### config.mk
export PLATFORM = sky130hd
export DESIGN_NAME = hlsm_param_loop
export DESIGN_NICKNAME = d
export VERILOG_FILES = /design/src/rtl/hlsm_param_loop.sv
export SDC_FILE = /design/constraint.sdc
export NUM_CORES = 1
export LEC_CHECK = 0
export ABC_AREA = 1
export CAP_MARGIN = 20
export CORE_ASPECT_RATIO = 0.6
export CORE_MARGIN = 2
export CORE_UTILIZATION = 30
export DETAILED_ROUTE_END_ITERATION = 16
export GPL_TIMING_DRIVEN = 0
export MAX_ROUTING_LAYER = met4
export SETUP_SLACK_MARGIN = 0.4
export SLEW_MARGIN = 20
export SYNTH_ARGS = -nofsm -noshare
export SYNTH_HDL_FRONTEND = slang
export SYNTH_SLANG_ARGS = --single-unit
export TNS_END_PERCENT = 100
### constraint.sdc
create_clock -name Clk -period 2.39 [get_ports Clk]
set_input_delay 0.478 -clock Clk [delete_from_list [all_inputs] [get_ports Clk]]
set_output_delay 0.478 -clock Clk [all_outputs]
set_load 0.1 [all_outputs]
### src/rtl/hlsm_param_loop.sv
// Iterative subtract/add loop controller: runs cnt iterations of
// "if a > d then a -= d else d += k" and reports W = a + d with an overflow flag.
module hlsm_param_loop #(
  parameter int DATAW  = 32,
  parameter int CNTW   = 8,
  parameter bit SIGNED = 1'b0
) (
  input  logic             Clk,
  input  logic             Rst,
  input  logic             Start,
  input  logic [DATAW-1:0] x0,
  input  logic [DATAW-1:0] y0,
  input  logic [DATAW-1:0] k,
  input  logic [CNTW-1:0]  cnt,
  output logic             Done,
  output logic             Busy,
  output logic [DATAW-1:0] W,
  output logic             Ovf
);

  typedef enum logic [3:0] {
    ST_WAIT,
    ST_LOAD,
    ST_CHK,
    ST_CMP,
    ST_SUB,
    ST_ADD,
    ST_INC,
    ST_OUT,
    ST_FINAL
  } state_t;

  state_t state, state_n;

  logic [DATAW-1:0] a, d, kr;
  logic [CNTW-1:0]  cr, i;

  logic [DATAW-1:0] sub_res, add_res, out_res;
  logic             add_c, out_c, sub_b;
  logic             sub_v, add_v, out_v;
  logic             ovf_sub, ovf_add, ovf_out;
  logic             a_gt_d;
  logic [CNTW-1:0]  i_inc;
  logic             last_iter;

  // Arithmetic with carry/borrow for unsigned mode and sign-overflow for signed mode.
  assign {add_c, add_res} = {1'b0, d} + {1'b0, kr};
  assign {out_c, out_res} = {1'b0, a} + {1'b0, d};
  assign sub_res          = a - d;
  assign sub_b            = (a < d);

  assign sub_v = (a[DATAW-1] != d[DATAW-1])  && (sub_res[DATAW-1] != a[DATAW-1]);
  assign add_v = (d[DATAW-1] == kr[DATAW-1]) && (add_res[DATAW-1] != d[DATAW-1]);
  assign out_v = (a[DATAW-1] == d[DATAW-1])  && (out_res[DATAW-1] != a[DATAW-1]);

  assign ovf_sub = SIGNED ? sub_v : sub_b;
  assign ovf_add = SIGNED ? add_v : add_c;
  assign ovf_out = SIGNED ? out_v : out_c;

  assign a_gt_d = SIGNED ? ($signed(a) > $signed(d)) : (a > d);

  // i only increments while i < cr, so i_inc never wraps even for cr = 2^CNTW-1.
  assign i_inc     = i + CNTW'(1);
  assign last_iter = (i_inc == cr);

  assign Busy = (state != ST_WAIT);

  always_ff @(posedge Clk) begin
    if (Rst) state <= ST_WAIT;
    else     state <= state_n;
  end

  // NOTE: every signal written in always_comb gets a default first so no latch is inferred.
  always_comb begin
    state_n = state;
    case (state)
      ST_WAIT:  if (Start) state_n = ST_LOAD;
      ST_LOAD:  state_n = ST_CHK;
      ST_CHK:   state_n = (i == cr) ? ST_OUT : ST_CMP;
      ST_CMP:   state_n = a_gt_d ? ST_SUB : ST_ADD;
      ST_SUB:   state_n = ST_INC;
      ST_ADD:   state_n = ST_INC;
      // INC resolves the loop check itself so an iteration costs three cycles;
      // CHK is only traversed once, right after LOAD.
      ST_INC:   state_n = last_iter ? ST_OUT : ST_CMP;
      ST_OUT:   state_n = ST_FINAL;
      ST_FINAL: state_n = ST_WAIT;
      default:  state_n = ST_WAIT;
    endcase
  end

  // NOTE: registers use <= so every update in a cycle sees the pre-edge values.
  always_ff @(posedge Clk) begin
    if (Rst) begin
      a    <= '0;
      d    <= '0;
      kr   <= '0;
      cr   <= '0;
      i    <= '0;
      W    <= '0;
      Ovf  <= 1'b0;
      Done <= 1'b0;
    end else begin
      case (state)
        ST_WAIT:  Done <= 1'b0;
        ST_LOAD: begin
          a   <= x0;
          d   <= y0;
          kr  <= k;
          cr  <= cnt;
          i   <= '0;
          Ovf <= 1'b0;
        end
        ST_SUB: begin
          a   <= sub_res;
          Ovf <= Ovf | ovf_sub;
        end
        ST_ADD: begin
          d   <= add_res;
          Ovf <= Ovf | ovf_add;
        end
        ST_INC:   i <= i_inc;
        ST_OUT: begin
          W   <= out_res;
          Ovf <= Ovf | ovf_out;
        end
        ST_FINAL: Done <= 1'b1;
        default: ;
      endcase
    end
  end

endmodule
# [After elaboration in Yosys (flattened, before gate mapping)]
# Index checks and enable logic that the tools add are counted.
[word_totals] reg_bits=150 latch_bits=0 ramBits=0 rom_bits=0 inputBits=107 out_inout_bits=35 wordCells=47 n_memories=0
[op_classes] addsub=4 mul=0 div=0 n_lt_le_gt_ge=2 n_eq_ne=11 shift=0 n_mux=10 bitwise=3 n_reduce_logical=8
[ops] cell="32-bit case mux with 2 select lines" n=2
[ops] cell="32-bit by 32-bit adder with 33-bit output" n=2
[ops] cell="32-bit greater-than comparator" n=1
[ops] cell="32-bit less-than comparator" n=1
[ops] cell="32-bit subtractor" n=1
[ops] cell="4-bit case mux with 7 select lines" n=1
[ops] cell="4-bit by 3-bit equality test with 1-bit output, second input constant" n=4
[ops] cell="8-bit equality test" n=2
[ops] cell="8-bit case mux with 2 select lines" n=1
[ops] cell="8-bit by 1-bit adder with 8-bit output, second input constant" n=1
[ops] cell="4-bit by 2-bit equality test with 1-bit output, second input constant" n=2
[ops] cell="2-bit nonzero test" n=4
[ops] cell="4-bit nonzero test" n=2
[ops] cell="3-bit 2-to-1 mux" n=2
[ops] cell="4-bit by 1-bit equality test with 1-bit output, second input constant" n=1
[ops] cell="4-bit equality test, second input constant" n=1
[ops] cell="4-bit logical NOT" n=1
[ops] cell="4-bit 2-to-1 mux" n=1
[ops] cell="1-bit case mux with 4 select lines" n=1
[ops] cell="1-bit bitwise OR" n=3
[ops] cell="2-bit != test, second input constant" n=1
[ops] cell="1-bit case mux with 2 select lines" n=1
[ops] cell="2-bit OR reduction" n=1
[ops] cell="1-bit 2-to-1 mux" n=1

# [Logic depth before layout (Yosys ltp)]
# Gate-level depths: netlist (run 1).
[logic_depth] ltp_word=4 mapped_depth=17 mapped_depth_nobuf=16

# [Worst setup path before layout (run 1)]
# Ideal clock, no wire load.
[synth_timing] path_type="flip-flop to flip-flop" from="register a[0]" to="register state[0]" setup_time_ps=123 arrival_time_ps=1830 path_slack_ps=436 stages_incl_launch_ff=16 path_buffers=0 synth_period_minus_slack_ps=1954 cell_sequence="dfxtp_1 > inv_1 > ha_1 > fa_1 > inv_1 > nand3_1 > nand3_1 > nand2_1 > nand2_1 > nand2_1 > nand2_1 > nand2_1 > nand2_1 > nand2_1 > a21oi_1 > nor2_1"
[synth_via] elab_chain_len=3
[synth_lines] element="start: declaration" line="35" rtl="logic [DATAW-1:0] a, d, kr;"
[synth_lines] element="start signal: assignment" line="115" rtl="a <= sub_res;"
[synth_lines] element="32-bit greater-than comparator" line="60" rtl="assign a_gt_d = SIGNED ? ($signed(a) > $signed(d)) : (a > d);"
[synth_lines] element="1-bit 2-to-1 mux" line="80" rtl="ST_CMP: state_n = a_gt_d ? ST_SUB : ST_ADD;"
[synth_lines] element="4-bit case mux with 7 select lines" line="76" rtl="case (state)"
[synth_lines] element="end signal: assignment" line="70" rtl="else state <= state_n;"
[synth_lines] element="end: declaration" line="33" rtl="state_t state, state_n;"
# Every way passes these cells.
# A chain may end at the register's enable or synchronous reset.

# [Worst setup path in the final report (run 1)]
[layout_timing] from="register d[13]" to="register Ovf"
[layout_via] elab_chain_len=3 word_cells_on_any_way=7 cone_classes="add/sub: 2; order compare: 1; mux: 1; bitwise: 3"
[layout_lines] element="start: declaration" line="35"
[layout_lines] element="start signal: assignment" line="108" rtl="d <= y0;"
[layout_lines] element="start signal: assignment" line="119" rtl="d <= add_res;"
[layout_lines] element="32-bit by 32-bit adder with 33-bit output, or another cell as far along" line="48" rtl="assign {out_c, out_res} = {1'b0, a} + {1'b0, d};"
[layout_lines] element="1-bit bitwise OR (on tied branches)" line="125, 116, 120"
[layout_lines] element="1-bit case mux with 4 select lines *" line="104" rtl="case (state)"
[layout_lines] element="end signal: assignment" line="116" rtl="Ovf <= Ovf | ovf_sub;"
[layout_lines] element="end signal: assignment" line="120" rtl="Ovf <= Ovf | ovf_add;"
[layout_lines] element="end signal: assignment" line="125" rtl="Ovf <= Ovf | ovf_out;"
[layout_lines] element="end: declaration" line="18" rtl="output logic Ovf"
# Mark *: on every way between the ends. The rest lies on a longest branch, timed or not.

==> results of run 1 <==
## synth_stat cells
master,instances,area (sq um)
o21ai_0,116,581
xnor2_1,2,17.5
nand3b_1,5,37.5
buf_4,6,45.0
nand3_1,154,771
o21bai_1,10,75.1
a31oi_1,6,37.5
nor2_1,320,1200
nor3b_1,1,7.51
buf_2,35,175
clkinv_1,2,7.51
nand3_2,1,10.0
inv_1,358,1340
clkbuf_1,24,90.1
a21oi_2,3,26.3
o21ai_2,2,17.5
dfxtp_1,150,3000
a41oi_1,1,8.76
or2_2,1,6.26
a211oi_1,1,7.51
o22ai_1,1,6.26
a21o_1,5,37.5
xor2_1,33,289
o21ai_1,8,40.0
nand2_2,3,18.8
nand4_1,20,125
a311oi_1,1,8.76
a21oi_1,164,821
o221ai_1,4,35.0
fa_1,3,60.1
nor2_2,8,50.1
nor2_4,2,22.5
nand2_1,688,2580
nor4_1,1,6.26
and3_1,2,12.5
buf_1,1,3.75
and2_1,3,18.8
o211ai_1,10,75.1
nor3_1,18,90.1
inv_2,8,30.0
nand3b_2,2,22.5
ha_1,98,1230
a221oi_1,2,17.5
## final timing paths
path | from | to | cells after the start
worst max register to register | d[13] | Ovf | 14
worst min register to register | cr[2] | cr[2] | 2
worst min-delay path | cr[2] | cr[2] | 2
worst max-delay path | d[13] | Ovf | 14
## metal layers
| layer | up-vias | routed length (microns) | track usage [%] | share of wire, % |
|---|---|---|---|---|
| li1 | 7779 | - | - | - |
| met1 | 7577 | 31400 | 41.9 | 50 |
| met2 | 539 | 24700 | 35.9 | 40 |
| met3 | 63 | 5100 | 5.73 | 8.2 |
| met4 | 0 | 992 | 4.70 | 1.6 |
| met5 | - | 0 | - | 0 |
## per-stage QoR
stage / setup slack (ns) / area (sq um) / hold slack [ns]
2_1_floorplan: 0.436 / 13100 / 0.444
3_3_place_gp: -0.372 / 15200 / 0.456
3_5_place_dp: -0.374 / 15200 / 0.465
4_1_cts: 0.253 / 18700 / 0.478
5_1_grt: 0.180 / 20400 / 0.497
6_report: 0.264 / 20400 / 0.475
## area by class of cell
class	count	area, sq um
Clock inverter	15	196
Timing Repair Buffer	275	2600
Buffer	66	500
Clock buffer	17	425
Tap cell	579	724
Inverter	368	1470
Fill cell	4397	22800
Multi-Input combinational cell	1699	11400
Sequential cell	150	3110
## flip-flops by register name (all words and copies together), names as in the netlist
signal and cells:
a 32, state 4, Done 1, d 32, i 8, kr 32
W 32, Ovf 1, cr 8
## cells by family after synthesis
logic type | after synthesis | share of synthesized area [%]
xor+xnor | 35 | 2.35
simple gates | 1229 | 38.1
buf+inv | 434 | 13.0
fa+ha+maj | 101 | 9.84
flops | 150 | 23.0
compound gates | 334 | 13.7
## what timing repair did
action                     4_1_cts  5_1_grt
setup buffers                   94       41
gates resized for setup        691      403
setup endpoints to repair      123       92
pin swaps                      146      191
## worst min-delay path: cells and delay by family (launching register included)
family | cells | cell delay (ns)
DFF | 1 | 0.32
buffers and inverters | 1 | 0.06
AOI/OAI and AO/OA | 1 | 0.06
## where the power goes
part,leakage [nW],internal (mW),switching (mW)
clock,0.302,1.44,1.54
sequential,1.25,3.24,0.713
combinational,7.97,9.04,14.9
total,9.52,13.7,17.1
==> metrics.txt, run 1 <==
Power Density 1510 nW/um^2; Pleak 9.52 nW; Syn Std Cell Area 13,100 sq um; clk slew on worst S/H paths roughly 0.09 ns; Total Negative Setup Slacks 0 ns; worst endpoint data arrival time between 2 and 3 ns; max_slew headroom 24.8%; Worst Tran Pin Value about 1.1 ns; Core Region 43,200 sq um; CP top delay family simple AND/OR/NAND/NOR gates; register area share after synthesis between 20 and 25%; Vias/cell 5.04; Post-Route Utilization 47.3%; Antenna Violating Nets Remaining 0; Clock Sink Count 150; WS Path Type flop to flop; # diodes 0; CTS Hold Bufs 0; commonest non-fill, non-tap cell in the layout nand2_1; Area Growth Syn to Fin 56.3%; most frequent cells in the layout nand2_1, inv_1, nor2_1; cells after synthesis about 2,300; minimum clock period 2.13 ns; drt wl/cell 19.6 microns; Ys Warns 0; Synth Register Bits 150; final std cells w/o fill 3,169; Detail Placement HPWL 47.8 mm; status complete, no violations; slowest CP cell dfxtp_4; vias in the first global route around 15,000; Worst Setup End Kind flop; Slew Viols, Final 0; overall die area 45,300 sq um; Netlist cell types 43; Remaining Overflow, GRT 0; Startpoint Class flop; Max Cap Viol 0; DRT iter0 DRCs roughly 1,400; Clk Latency, worst-skew pair around 0.48 ns; unrepaired setup endpoints after global routing yes; Total Routing Usage GR 27.3%; Crit path buffers/inverters 3; nets ~2,800; CTS tree built; crit-path max FO 8; Fin. Hold Viols 0; first-pass GRT wire length 89.3 mm; peak supply drop 0.901 mV; Initial Utilization 30.3%; # setup viols final 0; die height 166 microns; H-tree depth 4; clk_skew about 0.016 ns; IO buf count 140; Placed Instances 3,002; largest net degree at the start of global routing 20; Avg Inst Size Synth approximately 5.7 sq um; critical path's largest stage delay roughly 0.37 ns; Root Driver clkbuf_16; antenna violations before repair 0; layout cells sized above 1 35.0%; Detailed Routing Iterations Pass 1 5; number of remaining DRC errors 0; hold crit path type flop to flop; Vias 16,000; WL final 62.2 mm; # IOs 142; Max clock buf depth 2; # rows 59; crit-path cells inv_2, ha_4, buf_12, inv_2, a21oi_4, nor2_2, nor2_4, o21ai_1, nand2_2, nand3_4, nand2_4, nand3_4, nand2_2, nand2_1; Max Fclk 470 MHz; Die X-Extent 273 microns; final estimated routing congestion in global placement 0.972; Crit path required time 2.76 ns; fin crit share 88.9%; Worst R2R Setup Slack about 0.26 ns; Pwr Total 30.9 mW; CTS Buf Count 17; Mapped Nets approximately 2,500
Power figures use the tool's default switching activity.
==> run 2: changes to the inputs <==
--- a/config.mk
+++ b/config.mk
@@ -9,7 +9,7 @@
 export CAP_MARGIN = 20
 export CORE_ASPECT_RATIO = 0.6
 export CORE_MARGIN = 2
-export CORE_UTILIZATION = 30
+export CORE_UTILIZATION = 40
 export DETAILED_ROUTE_END_ITERATION = 16
 export GPL_TIMING_DRIVEN = 0
 export MAX_ROUTING_LAYER = met4
==> run 2 against run 1 <==
Net effect:
- cell count fell by 5.5%
- die area fell by 25%
- utilization rose by 14 points
- sequential power barely moved
- clock power fell by 2%
- critical endpoint is now state[0]
==> metrics.txt, run 2 (synthesized netlist as in run 1, its figures left out) <==
hold_ws 0.474 ns (-0.00143 ns); clk_skew 0.0253 ns (+0.00976 ns); Startpoint Class flop; Place WS -0.323 ns (+0.0506 ns); Fillers 3,097 (-30%); peak supply drop 0.982 mV (+9.0%); CTS Hold Bufs 0 (unchanged); Detailed Routing Iterations Pass 1 6 (+1); DRT iter0 DRCs 1,635 (+15%); area post-placement 15,000 sq um (-1.3%); CTS tree built; Power Density 1470 nW/um^2 (-3.0%); nets 2,767 (-0.65%); Max clock buf depth 2 (unchanged); antenna violations before repair 1 (+1); largest net degree at the start of global routing 19 (-5.0%); Fin. Hold Viols 0 (unchanged); Total Routing Usage GR 34.8% (+7.6 points); register area 3110 sq um (-0.20%); max_slew headroom 20.4% (-4.4 points); Vias 16,100 (+0.65%); vias in the first global route 14,000 (-3.8%); WL final 60.8 mm (-2.3%); critical path's largest stage delay 0.37 ns (about the same); clk slew on worst S/H paths 0.09 ns (about the same); Pleak 9.28 nW (-2.5%); Max Cap Viol 0 (unchanged); Vias/cell 5.36 (+6.5%); # IOs 142 (unchanged); fin crit share 88.1% (-0.86 points); H-tree depth 4 (unchanged); # rows 51 (-14%); IO buf count 140 (unchanged); area of the multi-input gates 11,200 sq um (-1.4%); CP dominant cell by count nand4_1; layout cells sized above 1 32.4% (-2.6 points); Antenna Violating Nets Remaining 0 (unchanged); Pwr Total 29.0 mW (-5.9%); Root Driver clkbuf_16; commonest non-fill, non-tap cell in the layout nand2_1; crit-path cells inv_1, ha_4, nand2_1, inv_2, nand4_1, nor2_2, buf_4, nand4_1, nand2_4, a21oi_2, nor2_1; unrepaired setup endpoints after global routing yes; Worst Tran Pin Value 1.19 ns (+0.0656 ns); Post-Route Utilization 61.3% (+14 points); Slew Viols, Final 0 (unchanged); minimum clock period 2.11 ns (-0.0206 ns); Clk Latency, worst-skew pair 0.48 ns (about the same); # setup viols final 0 (unchanged); drt wl/cell 20.3 microns (+3.3%); Worst Setup End Kind flop; crit-path max FO 7 (-1); Remaining Overflow, GRT 0 (unchanged); Initial Utilization 40.5% (+10 points); worst setup margin 0.285 ns (+0.0206 ns); overall die area 34,200 sq um (-25%); most frequent cells in the layout nand2_1, inv_1, nor2_1; CP top delay family simple AND/OR/NAND/NOR gates; status complete, no violations; Core Region 32,300 sq um (-25%); Clock Sink Count 150 (unchanged); final instance area 19,800 sq um (-3.0%); CTS Buf Count 17 (unchanged); number of remaining DRC errors 0 (unchanged); die height 144 microns (-13%); WS Path Type flop to flop; Die X-Extent 237 microns (-13%); hold crit path type flop to flop; Area Growth Syn to Fin 51.6%; slowest CP cell dfxtp_4; # diodes 0 (unchanged); first-pass GRT wire length 85.3 mm (-4.5%); Crit path required time 2.81 ns (+0.05 ns); worst endpoint data arrival time 2.52 ns (+0.02 ns); Detail Placement HPWL 46.2 mm (-3.3%); Max Fclk 475 MHz (+0.98%); final estimated routing congestion in global placement 0.992 (+2.1%); Crit path buffers/inverters 3 (unchanged)
==> run 2: cell count changes in the layout (fill, tap and decap cells not counted), moves of 7 or more <==
cell / change
inv_2: -7
buf_4: -11
nand3_2: -10
nand3_1: +7
nand2_1: +32
dfxtp_2: -8
nand2_2: -21
nor2_4: -7
dfxtp_1: +7
buf_12: -8
inv_1: +14
==> run 2: final timing paths <==
path              startpoint       end  slack [ns]  depth (start not counted)
setup / recovery       d[29]  state[0]        0.28                         11
hold / removal         cr[1]     cr[1]        0.47                          2
setup reg to reg       d[29]  state[0]        0.28                         11
hold reg to reg        cr[1]     cr[1]        0.47                          2
==> run 2: worst register-to-register path: cells and delay by family, from the launching register on <==
| family | cells | cell delay, ns |
|---|---|---|
| buf+inv | 3 | 0.33 |
| flops | 1 | 0.37 |
| compound gates | 1 | 0.06 |
| fa+ha+maj | 1 | 0.32 |
| simple gates | 6 | 0.96 |
==> run 2: final cells by class <==
type / instances / area share (%)
Inverter: 368 / 7.27
Sequential cell: 150 / 15.7
Buffer: 66 / 2.39
Clock inverter: 15 / 0.910
Clock buffer: 17 / 2.15
Tap cell: 424 / 2.68
Multi-Input combinational cell: 1699 / 56.7
Timing Repair Buffer: 257 / 12.2
==> run 2: where the power goes <==
part / internal (mW) / total, mW / leakage, nW / switching [mW]
clock: 1.42 / 2.91 / 0.292 / 1.49
combinational: 8.10 / 22.2 / 7.74 / 14.1
sequential: 3.23 / 3.93 / 1.25 / 0.698
total: 12.8 / 29.0 / 9.28 / 16.3
==> run 2: per-layer routing <==
layer	global-route usage, %	vias to the layer above	share of wire [%]
li1	-	7740	-
met2	44.9	753	39
met4	7.38	0	1.5
met3	9.68	69	11
met1	52.3	7500	49
met5	-	-	0
==> run 2: repair_timing <==
| action | CTS | global route |
|---|---|---|
| cloned | 0 | 0 |
| pin swaps | 132 | 156 |
| endpoints found under the setup margin | 128 | 104 |
| resized for setup | 638 | 373 |
| setup buffers | 82 | 35 |
==> run 2: through the flow <==
| step | cells | setup TNS (ns) |
|---|---|---|
| after CTS | 2961 | 0 |
| after global placement | 2847 | -2.23 |
| after floorplan | 2283 | 0 |
| after detailed placement | 2847 | -1.87 |
| final | 2996 | 0 |
| after global routing | 2996 | 0 |
